### src/rtl/rv_pkg.sv
// Shared definitions for the RV32I multi-cycle controller.
// Contents:
//   - RV32I base opcodes (IR[6:0])
//   - ALU operation class, PC source, write-back source and ALU operand mux encodings
//   - Controller state encoding (also visible on state_o) and trap causes
//   - is_known_opcode(): true for every opcode the controller can sequence
package rv_pkg;

    localparam logic [6:0] OPC_LUI    = 7'b0110111;
    localparam logic [6:0] OPC_AUIPC  = 7'b0010111;
    localparam logic [6:0] OPC_JAL    = 7'b1101111;
    localparam logic [6:0] OPC_JALR   = 7'b1100111;
    localparam logic [6:0] OPC_BRANCH = 7'b1100011;
    localparam logic [6:0] OPC_LOAD   = 7'b0000011;
    localparam logic [6:0] OPC_STORE  = 7'b0100011;
    localparam logic [6:0] OPC_OP_IMM = 7'b0010011;
    localparam logic [6:0] OPC_OP     = 7'b0110011;

    localparam logic [1:0] ALUOP_ADD    = 2'b00;
    localparam logic [1:0] ALUOP_BRANCH = 2'b01;
    localparam logic [1:0] ALUOP_RTYPE  = 2'b10;
    localparam logic [1:0] ALUOP_IARITH = 2'b11;

    localparam logic [1:0] PC_SRC_ALU    = 2'd0;
    localparam logic [1:0] PC_SRC_ALUOUT = 2'd1;
    localparam logic [1:0] PC_SRC_JALR   = 2'd2;  // ALU result with bit 0 cleared

    localparam logic [1:0] WB_ALUOUT = 2'd0;
    localparam logic [1:0] WB_MDR    = 2'd1;
    localparam logic [1:0] WB_PC     = 2'd2;      // PC register already holds PC+4

    localparam logic [1:0] ALU_A_PC    = 2'd0;
    localparam logic [1:0] ALU_A_OLDPC = 2'd1;
    localparam logic [1:0] ALU_A_RS1   = 2'd2;
    localparam logic [1:0] ALU_A_ZERO  = 2'd3;

    localparam logic [1:0] ALU_B_RS2  = 2'd0;
    localparam logic [1:0] ALU_B_FOUR = 2'd1;
    localparam logic [1:0] ALU_B_IMM  = 2'd2;

    typedef enum logic [1:0] {
        TRAP_NONE    = 2'd0,
        TRAP_ILLEGAL = 2'd1,
        TRAP_TIMEOUT = 2'd2
    } trap_cause_e;

    typedef enum logic [2:0] {
        S_FETCH  = 3'd0,
        S_DECODE = 3'd1,
        S_EXEC   = 3'd2,
        S_MEM    = 3'd3,
        S_WB     = 3'd4,
        S_TRAP   = 3'd7
    } state_e;

    function automatic logic is_known_opcode(input logic [6:0] opc);
        case (opc)
            OPC_LUI, OPC_AUIPC, OPC_JAL, OPC_JALR, OPC_BRANCH,
            OPC_LOAD, OPC_STORE, OPC_OP_IMM, OPC_OP: return 1'b1;
            default:                                 return 1'b0;
        endcase
    endfunction

endpackage

### src/rtl/rv_multicycle_ctrl_if.sv
// Control/handshake bundle between the multi-cycle controller and the datapath.
// master modport = controller side, slave modport = datapath/memory side.
// Handshake: mem_req_o is held high until the cycle in which mem_ready_i is
// sampled high; that cycle completes the transfer, and mem_ready_i has no
// meaning while mem_req_o is low.
//   inputs to master : opcode_i, mem_ready_i, zero_i
//   outputs of master: PC/IR/register-file strobes, ALU mux selects, memory
//                      request, retire pulse, trap status, debug state
interface rv_multicycle_ctrl_if;
    logic [6:0] opcode_i;
    logic       mem_ready_i;
    logic       zero_i;
    logic       pc_write_o;
    logic       pc_write_cond_o;
    logic [1:0] pc_src_o;
    logic       ir_write_o;
    logic       mem_req_o;
    logic       mem_we_o;
    logic       iord_o;
    logic       reg_write_o;
    logic [1:0] wb_sel_o;
    logic [1:0] alu_src_a_o;
    logic [1:0] alu_src_b_o;
    logic [1:0] alu_op_o;
    logic       retire_o;
    logic       trap_o;
    logic [1:0] trap_cause_o;
    logic [2:0] state_o;

    modport master (
        input  opcode_i, mem_ready_i, zero_i,
        output pc_write_o, pc_write_cond_o, pc_src_o, ir_write_o, mem_req_o,
               mem_we_o, iord_o, reg_write_o, wb_sel_o, alu_src_a_o,
               alu_src_b_o, alu_op_o, retire_o, trap_o, trap_cause_o, state_o
    );

    modport slave (
        output opcode_i, mem_ready_i, zero_i,
        input  pc_write_o, pc_write_cond_o, pc_src_o, ir_write_o, mem_req_o,
               mem_we_o, iord_o, reg_write_o, wb_sel_o, alu_src_a_o,
               alu_src_b_o, alu_op_o, retire_o, trap_o, trap_cause_o, state_o
    );
endinterface

### src/rtl/rv_wait_timer.sv
// Memory wait-cycle counter.
// Ports:
//   clk_i, rst_i : clock, asynchronous active-high reset
//   clr_i        : return count to zero (has priority over en_i)
//   en_i         : count one more waiting cycle
//   expired_o    : the current waiting cycle is the MEM_TIMEOUT-th one
// With MEM_TIMEOUT == 0 the counter never advances and never expires.
module rv_wait_timer #(
    parameter int MEM_TIMEOUT = 16,
    parameter int TIMER_W     = 5
) (
    input  logic clk_i,
    input  logic rst_i,
    input  logic clr_i,
    input  logic en_i,
    output logic expired_o
);
    logic [TIMER_W-1:0] count_q, count_d;

    always_comb begin
        count_d = count_q;
        if (clr_i) begin
            count_d = '0;
        end else if (en_i && (MEM_TIMEOUT != 0)) begin
            count_d = count_q + TIMER_W'(1);
        end
    end

    always_ff @(posedge clk_i or posedge rst_i) begin
        if (rst_i) begin
            count_q <= '0;
        end else begin
            count_q <= count_d;
        end
    end

    // count_q holds the number of waiting cycles already completed, so the
    // MEM_TIMEOUT-th waiting cycle is the one where it equals MEM_TIMEOUT-1.
    generate
        if (MEM_TIMEOUT == 0) begin : g_no_timeout
            assign expired_o = 1'b0;
        end else begin : g_timeout
            assign expired_o = (count_q == TIMER_W'(MEM_TIMEOUT - 1));
        end
    endgenerate
endmodule

### src/rtl/rv_multicycle_ctrl.sv
// Multi-cycle sequencing FSM for the RV32I core: FETCH/DECODE/EXEC/MEM/WB
// over one shared instruction/data memory port, with memory-timeout and
// illegal-opcode traps and a retire pulse per completed instruction.
// Ports:
//   clk_i, rst_i : clock, asynchronous active-high reset
//   bus (master) : opcode/mem_ready/zero in; PC, IR, register-file, ALU-mux,
//                  memory, retire, trap and debug-state outputs
module rv_multicycle_ctrl
    import rv_pkg::*;
#(
    parameter int MEM_TIMEOUT = 16,
    parameter int TIMER_W     = 5
) (
    input  logic                 clk_i,
    input  logic                 rst_i,
    rv_multicycle_ctrl_if.master bus
);
    state_e      state_q, state_d;
    trap_cause_e trap_cause_q, trap_cause_d;
    logic        trap_q;
    logic        wait_en, timer_expired;

    logic       pc_write, pc_write_cond, ir_write, mem_req, mem_we, iord;
    logic       reg_write, retire;
    logic [1:0] pc_src, wb_sel, alu_a, alu_b, alu_op;

    // Counter runs only while a request is outstanding, so it is already zero
    // on entry to FETCH or MEM.
    rv_wait_timer #(.MEM_TIMEOUT(MEM_TIMEOUT), .TIMER_W(TIMER_W)) u_wait_timer (
        .clk_i     (clk_i),
        .rst_i     (rst_i),
        .clr_i     (!wait_en),
        .en_i      (wait_en),
        .expired_o (timer_expired)
    );

    always_ff @(posedge clk_i or posedge rst_i) begin
        if (rst_i) begin
            state_q      <= S_FETCH;
            trap_q       <= 1'b0;
            trap_cause_q <= TRAP_NONE;
        end else begin
            state_q      <= state_d;
            trap_q       <= (state_d == S_TRAP);
            trap_cause_q <= trap_cause_d;
        end
    end

    always_comb begin
        state_d       = state_q;
        trap_cause_d  = trap_cause_q;
        wait_en       = 1'b0;
        pc_write      = 1'b0;
        pc_write_cond = 1'b0;
        pc_src        = PC_SRC_ALU;
        ir_write      = 1'b0;
        mem_req       = 1'b0;
        mem_we        = 1'b0;
        iord          = 1'b0;
        reg_write     = 1'b0;
        wb_sel        = WB_ALUOUT;
        alu_a         = ALU_A_PC;
        alu_b         = ALU_B_RS2;
        alu_op        = ALUOP_ADD;
        retire        = 1'b0;

        case (state_q)
            S_FETCH: begin
                mem_req = 1'b1;
                alu_b   = ALU_B_FOUR;       // PC + 4 computed alongside the fetch
                // A response in the limit cycle still wins over the timeout.
                if (bus.mem_ready_i) begin
                    ir_write = 1'b1;
                    pc_write = 1'b1;
                    state_d  = S_DECODE;
                end else if (timer_expired) begin
                    state_d      = S_TRAP;
                    trap_cause_d = TRAP_TIMEOUT;
                end else begin
                    wait_en = 1'b1;
                end
            end
            S_DECODE: begin
                alu_a = ALU_A_OLDPC;        // speculative branch/JAL target
                alu_b = ALU_B_IMM;
                if (is_known_opcode(bus.opcode_i)) begin
                    state_d = S_EXEC;
                end else begin
                    state_d      = S_TRAP;
                    trap_cause_d = TRAP_ILLEGAL;
                end
            end
            S_EXEC: begin
                case (bus.opcode_i)
                    OPC_OP: begin
                        alu_a = ALU_A_RS1; alu_b = ALU_B_RS2; alu_op = ALUOP_RTYPE;
                        state_d = S_WB;
                    end
                    OPC_OP_IMM: begin
                        alu_a = ALU_A_RS1; alu_b = ALU_B_IMM; alu_op = ALUOP_IARITH;
                        state_d = S_WB;
                    end
                    OPC_LUI: begin
                        alu_a = ALU_A_ZERO; alu_b = ALU_B_IMM;
                        state_d = S_WB;
                    end
                    OPC_AUIPC: begin
                        alu_a = ALU_A_OLDPC; alu_b = ALU_B_IMM;
                        state_d = S_WB;
                    end
                    OPC_LOAD, OPC_STORE: begin
                        alu_a = ALU_A_RS1; alu_b = ALU_B_IMM;
                        state_d = S_MEM;
                    end
                    OPC_BRANCH: begin
                        alu_a = ALU_A_RS1; alu_b = ALU_B_RS2; alu_op = ALUOP_BRANCH;
                        pc_write_cond = 1'b1;
                        pc_src        = PC_SRC_ALUOUT;
                        retire        = 1'b1;
                        state_d       = S_FETCH;
                    end
                    OPC_JAL: begin
                        // Link (PC reg, already PC+4) and jump share this edge.
                        pc_write  = 1'b1;
                        pc_src    = PC_SRC_ALUOUT;
                        reg_write = 1'b1;
                        wb_sel    = WB_PC;
                        retire    = 1'b1;
                        state_d   = S_FETCH;
                    end
                    OPC_JALR: begin
                        alu_a = ALU_A_RS1; alu_b = ALU_B_IMM;
                        pc_write  = 1'b1;
                        pc_src    = PC_SRC_JALR;
                        reg_write = 1'b1;
                        wb_sel    = WB_PC;
                        retire    = 1'b1;
                        state_d   = S_FETCH;
                    end
                    default: begin
                        // IR is stable after DECODE; only reachable on corruption.
                        state_d      = S_TRAP;
                        trap_cause_d = TRAP_ILLEGAL;
                    end
                endcase
            end
            S_MEM: begin
                mem_req = 1'b1;
                iord    = 1'b1;
                mem_we  = (bus.opcode_i == OPC_STORE);
                if (bus.mem_ready_i) begin
                    if (bus.opcode_i == OPC_STORE) begin
                        retire  = 1'b1;
                        state_d = S_FETCH;
                    end else begin
                        state_d = S_WB;
                    end
                end else if (timer_expired) begin
                    state_d      = S_TRAP;
                    trap_cause_d = TRAP_TIMEOUT;
                end else begin
                    wait_en = 1'b1;
                end
            end
            S_WB: begin
                reg_write = 1'b1;
                wb_sel    = (bus.opcode_i == OPC_LOAD) ? WB_MDR : WB_ALUOUT;
                retire    = 1'b1;
                state_d   = S_FETCH;
            end
            S_TRAP: begin
                state_d = S_TRAP;           // held until reset
            end
            default: begin
                state_d = S_FETCH;
            end
        endcase

        // Reset forces state to FETCH asynchronously; keep the request and
        // every write strobe low while reset is held so nothing is issued.
        if (rst_i) begin
            mem_req       = 1'b0;
            mem_we        = 1'b0;
            ir_write      = 1'b0;
            pc_write      = 1'b0;
            pc_write_cond = 1'b0;
            reg_write     = 1'b0;
            retire        = 1'b0;
        end
    end

    assign bus.pc_write_o      = pc_write;
    assign bus.pc_write_cond_o = pc_write_cond;
    assign bus.pc_src_o        = pc_src;
    assign bus.ir_write_o      = ir_write;
    assign bus.mem_req_o       = mem_req;
    assign bus.mem_we_o        = mem_we;
    assign bus.iord_o          = iord;
    assign bus.reg_write_o     = reg_write;
    assign bus.wb_sel_o        = wb_sel;
    assign bus.alu_src_a_o     = alu_a;
    assign bus.alu_src_b_o     = alu_b;
    assign bus.alu_op_o        = alu_op;
    assign bus.retire_o        = retire;
    assign bus.trap_o          = trap_q;
    assign bus.trap_cause_o    = trap_cause_q;
    assign bus.state_o         = state_q;
endmodule

### src/flat_wrapper.sv
// flat-port wrapper written by rule: the top's interface ports become plain ports
module rv_multicycle_ctrl_flat import rv_pkg::*;
#(
    parameter int MEM_TIMEOUT = 16,
    parameter int TIMER_W     = 5
)
  (clk_i, rst_i, bus_opcode_i, bus_mem_ready_i, bus_zero_i, bus_pc_write_o, bus_pc_write_cond_o, bus_pc_src_o, bus_ir_write_o, bus_mem_req_o, bus_mem_we_o, bus_iord_o, bus_reg_write_o, bus_wb_sel_o, bus_alu_src_a_o, bus_alu_src_b_o, bus_alu_op_o, bus_retire_o, bus_trap_o, bus_trap_cause_o, bus_state_o);
  rv_multicycle_ctrl_if bus_i ();
  input  logic clk_i;
  input  logic rst_i;
  input wire logic [$bits(bus_i.opcode_i)-1:0] bus_opcode_i;
  input wire logic [$bits(bus_i.mem_ready_i)-1:0] bus_mem_ready_i;
  input wire logic [$bits(bus_i.zero_i)-1:0] bus_zero_i;
  output wire logic [$bits(bus_i.pc_write_o)-1:0] bus_pc_write_o;
  output wire logic [$bits(bus_i.pc_write_cond_o)-1:0] bus_pc_write_cond_o;
  output wire logic [$bits(bus_i.pc_src_o)-1:0] bus_pc_src_o;
  output wire logic [$bits(bus_i.ir_write_o)-1:0] bus_ir_write_o;
  output wire logic [$bits(bus_i.mem_req_o)-1:0] bus_mem_req_o;
  output wire logic [$bits(bus_i.mem_we_o)-1:0] bus_mem_we_o;
  output wire logic [$bits(bus_i.iord_o)-1:0] bus_iord_o;
  output wire logic [$bits(bus_i.reg_write_o)-1:0] bus_reg_write_o;
  output wire logic [$bits(bus_i.wb_sel_o)-1:0] bus_wb_sel_o;
  output wire logic [$bits(bus_i.alu_src_a_o)-1:0] bus_alu_src_a_o;
  output wire logic [$bits(bus_i.alu_src_b_o)-1:0] bus_alu_src_b_o;
  output wire logic [$bits(bus_i.alu_op_o)-1:0] bus_alu_op_o;
  output wire logic [$bits(bus_i.retire_o)-1:0] bus_retire_o;
  output wire logic [$bits(bus_i.trap_o)-1:0] bus_trap_o;
  output wire logic [$bits(bus_i.trap_cause_o)-1:0] bus_trap_cause_o;
  output wire logic [$bits(bus_i.state_o)-1:0] bus_state_o;
  assign bus_i.opcode_i = bus_opcode_i;
  assign bus_i.mem_ready_i = bus_mem_ready_i;
  assign bus_i.zero_i = bus_zero_i;
  assign bus_pc_write_o = bus_i.pc_write_o;
  assign bus_pc_write_cond_o = bus_i.pc_write_cond_o;
  assign bus_pc_src_o = bus_i.pc_src_o;
  assign bus_ir_write_o = bus_i.ir_write_o;
  assign bus_mem_req_o = bus_i.mem_req_o;
  assign bus_mem_we_o = bus_i.mem_we_o;
  assign bus_iord_o = bus_i.iord_o;
  assign bus_reg_write_o = bus_i.reg_write_o;
  assign bus_wb_sel_o = bus_i.wb_sel_o;
  assign bus_alu_src_a_o = bus_i.alu_src_a_o;
  assign bus_alu_src_b_o = bus_i.alu_src_b_o;
  assign bus_alu_op_o = bus_i.alu_op_o;
  assign bus_retire_o = bus_i.retire_o;
  assign bus_trap_o = bus_i.trap_o;
  assign bus_trap_cause_o = bus_i.trap_cause_o;
  assign bus_state_o = bus_i.state_o;
  rv_multicycle_ctrl #(.MEM_TIMEOUT(MEM_TIMEOUT), .TIMER_W(TIMER_W)) u_core (.clk_i(clk_i), .rst_i(rst_i), .bus(bus_i));
endmodule
### config.mk
export PLATFORM = sky130hd
export DESIGN_NAME = rv_multicycle_ctrl_flat
export DESIGN_NICKNAME = d
export VERILOG_FILES = /design/src/rtl/rv_pkg.sv /design/src/rtl/rv_multicycle_ctrl_if.sv /design/src/rtl/rv_wait_timer.sv /design/src/rtl/rv_multicycle_ctrl.sv /design/src/flat_wrapper.sv
export SDC_FILE = /design/constraint.sdc
export NUM_CORES = 1
export LEC_CHECK = 0
export BUFFER_PORTS_ARGS = -buffer_cell sky130_fd_sc_hd__buf_2
export CAP_MARGIN = 20
export CORE_ASPECT_RATIO = 0.75
export CORE_UTILIZATION = 52
export DETAILED_ROUTE_END_ITERATION = 7
export PLACE_DENSITY = 0.81
export SYNTH_ARGS = -nofsm -noshare
export SYNTH_HDL_FRONTEND = slang
export SYNTH_SLANG_ARGS = --single-unit
### constraint.sdc
create_clock -name clk_i -period 3.5 [get_ports clk_i]
set_input_delay 0.525 -clock clk_i [delete_from_list [all_inputs] [get_ports clk_i]]
set_output_delay 0.525 -clock clk_i [all_outputs]
set_load 0.05 [all_outputs]
==> run summary <==
Wire per inst = 13.8 microns
Status = complete, no violations
Skew final = 0.000904 ns
Total gr overflow = 0
Share of post-route cells with drive strength above 1 = 29.7%
Synth Area in XOR/XNOR = 2.85%
1st-iter DRT viols = 23
Seq pwr share = 29.0%
Setup Viol. Count Final = 0
CTS sink count = 11
CP peak stage delay = 0.66 ns
Relative slew slack = 63.3%
TritonCTS Buffers = 3
Worst path cell trace = nand2b_1 > or3_1 > nor4_1 > buf_2
Final Max Tran Viols = 0
Max Freq = 0.393 GHz
Post-DP HPWL = 1.76 mm
Initial Utilization = 59.1%
RSZ-0062 raised after global routing = false
Layout fillers = 150
Largest net degree at the start of global routing = 18
Post-synth ARST share = 100%
Mapped Area = 922 sq um
Vias in the first global route = 859
Setup crit end kind = primary output
Post-Synthesis Cells = 118
Crit path time final = 2.54 ns
Clock root buffer = clkbuf_4
Pin slew with the least headroom to its limit = 0.550 ns
HP Class = input port to async pin
Clock share of power = 10.1%
Fin Setup TNS = 0 ns
Hold WS = 0.300 ns
Worst Path Required = 2.97 ns
Crit-path max FO = 15
Gate power share = 60.9%
Final #Nets = 162
Adder-cell area share of the yosys netlist = 3.93%
Maximum vdd drop = 0.514 mV
Simple-gate area share of the yosys netlist = 36.1%
Total core area = 1560 sq um
CP startpoint kind = flop
1st-pass router iterations = 4
Critical path data arrival time = 2.02 ns
Register area = 275 sq um
Clock slew at reported path FFs = 0.06 ns
Top FF cell, synth = dfrtp_1
Cts repair resizes = 0
Pwr dens = 742 nW/um^2
Post-Syn Nets = 131
Total GRT Usage = 28.3%
Total power = 0.828 mW
Worst slack at placement = 1.09 ns
Chip height = 38.5 microns
Final Hold Viols = 0
Seq cells post-synth = 11
Sw Share = 58.6%
Initial antenna violation count = 0
Vias per cell = 5.88
Post-synthesis compound-gate area fraction = 20.6%
Remaining antenna violation count = 0
NetSw = 0.485 mW
P&R area growth vs syn = 21.0%
Die X-Extent = 50.6 microns
Maxcap violations = 0
Worst r2r path cells = 7
CTS H-tree depth = 1
CTS Hold Bufs = 0
Largest family of logic cells by synthesized area = simple AND/OR/NAND/NOR gates
TritonCTS clock tree = yes
Routability-driven placement congestion ratio = 0.922
Sequential fraction of the synthesis area = 29.9%
Syn Area/Cell = 7.81 sq um
Area occupied by multi-input gates = 597 sq um
Leak pwr = 0.557 nW
Number of inserted diodes = 0
Vias = 993
Number of flops mapped to enable cells by yosys = 0
Drt drc = 0
# rows = 12
Mux cell area share after synthesis = 0%
Die ar. = 1950 sq um
First-pass GRT wire length = 3.93 mm
Number of port buffers = 33
Setup WS post-layout = 0.955 ns
Cell-internal power = 0.342 mW
Post-Route WL = 2.33 mm
Worst-Skew Late Latency = 0.27 ns
Clock Tree Buf Depth = 2
Yosys warning count = 0
Synth cell types = 40
Critical path class = flop to primary output
I/O Pins = 35
Slowest CP cell = dfrtp_1
Fin crit share = 72.7%
Post-CTS setup buffer count = 0
[sequential cells by signal (all words and copies together) (netlist names)]
| name | count |
|---|---|
| u_core.u_wait_timer.count_q | 5 |
| u_core.bus.state_o | 3 |
| u_core.bus.trap_cause_o | 2 |
| u_core.bus.trap_o | 1 |
[final timing paths]
path / from / to / slack [ns]
max in group asynchronous: rst_i / u_core.u_wait_timer.count_q[1]$_DFF_PP0_ / 2.89
setup reg to reg: u_core.u_wait_timer.count_q[0]$_DFF_PP0_ / u_core.bus.trap_o$_DFF_PP0_ / 1.49
hold / removal: rst_i / u_core.u_wait_timer.count_q[2]$_DFF_PP0_ / 0.30
min in group clk_i: u_core.u_wait_timer.count_q[0]$_DFF_PP0_ / u_core.u_wait_timer.count_q[0]$_DFF_PP0_ / 0.47
hold reg to reg: u_core.u_wait_timer.count_q[0]$_DFF_PP0_ / u_core.u_wait_timer.count_q[0]$_DFF_PP0_ / 0.47
setup / recovery: u_core.bus.state_o[1]$_DFF_PP0_ / bus_pc_write_cond_o / 0.96
[layout by cell type (no fill, tap or decap), drive strengths merged, types with 4 or more instances in the layout]
master,count
a21oi,8
buf,33
clkbuf,4
dfrtp,11
inv,7
nand2,4
nand2b,5
nand3,6
nor2,16
nor2b,4
nor3,6
nor4,4
o21ai,6
[stage by stage]
stage,cell area (sq um),utilization (%),cells
global route,1120,71.5,169
floorplan,933,-,118
CTS,1120,71.5,169
global placement,1090,69.8,165
finish,1120,71.5,169
detailed placement,1090,69.8,165
[kinds of logic after synthesis]
logic type,count (synthesis)
fa+ha+maj,3
simple gates,58
compound gates,29
buf+inv,14
xor+xnor,3
flops,11
[Yosys cell counts (all sizes together) (4+ instances only)]
cell type	count	area (sq um)
nor2b	4	25.0
o21ai	6	30.0
nor4	4	25.0
inv	7	26.3
a21oi	8	40.0
buf	5	27.5
nand2	4	15.0
nor2	16	60.1
nand3	6	35.0
dfrtp	11	275
nor3	6	30.0
nand2b	5	31.3
[worst max-delay path, delay by kind of cell, from the launching register on]
family	cells	cell delay [ns]
flip-flops	1	0.66
AND/OR/NAND/NOR	3	0.79
buffers and inverters	1	0.30
[layout make-up]
type,count,share of cell area (%)
sequential,11,24.7
tap,21,2.35
inverter,7,2.35
multi-input combinational,93,53.5
clock buffer,4,2.35
timing repair buffer,33,14.8
[power groups by stage]
stage	Clock (mW)	Combinational (mW)	Sequential, mW
after global placement	0	0.491	0.236
after global routing	0.0950	0.540	0.247
after floorplan	0	0.366	0.270
after CTS	0.0864	0.501	0.238
after detailed placement	0	0.500	0.240
final	0.0839	0.504	0.240
[layer usage]
metal	share of wire (%)	track usage [%]	routed length, microns	vias up
met5	0	0	0	-
met1	48	39.2	1110	450
met4	0.43	4.86	10	0
met2	42	45.3	971	50
met3	10	7.14	237	5
li1	-	-	-	488
Note: power is estimated with default switching activity, not from simulation.
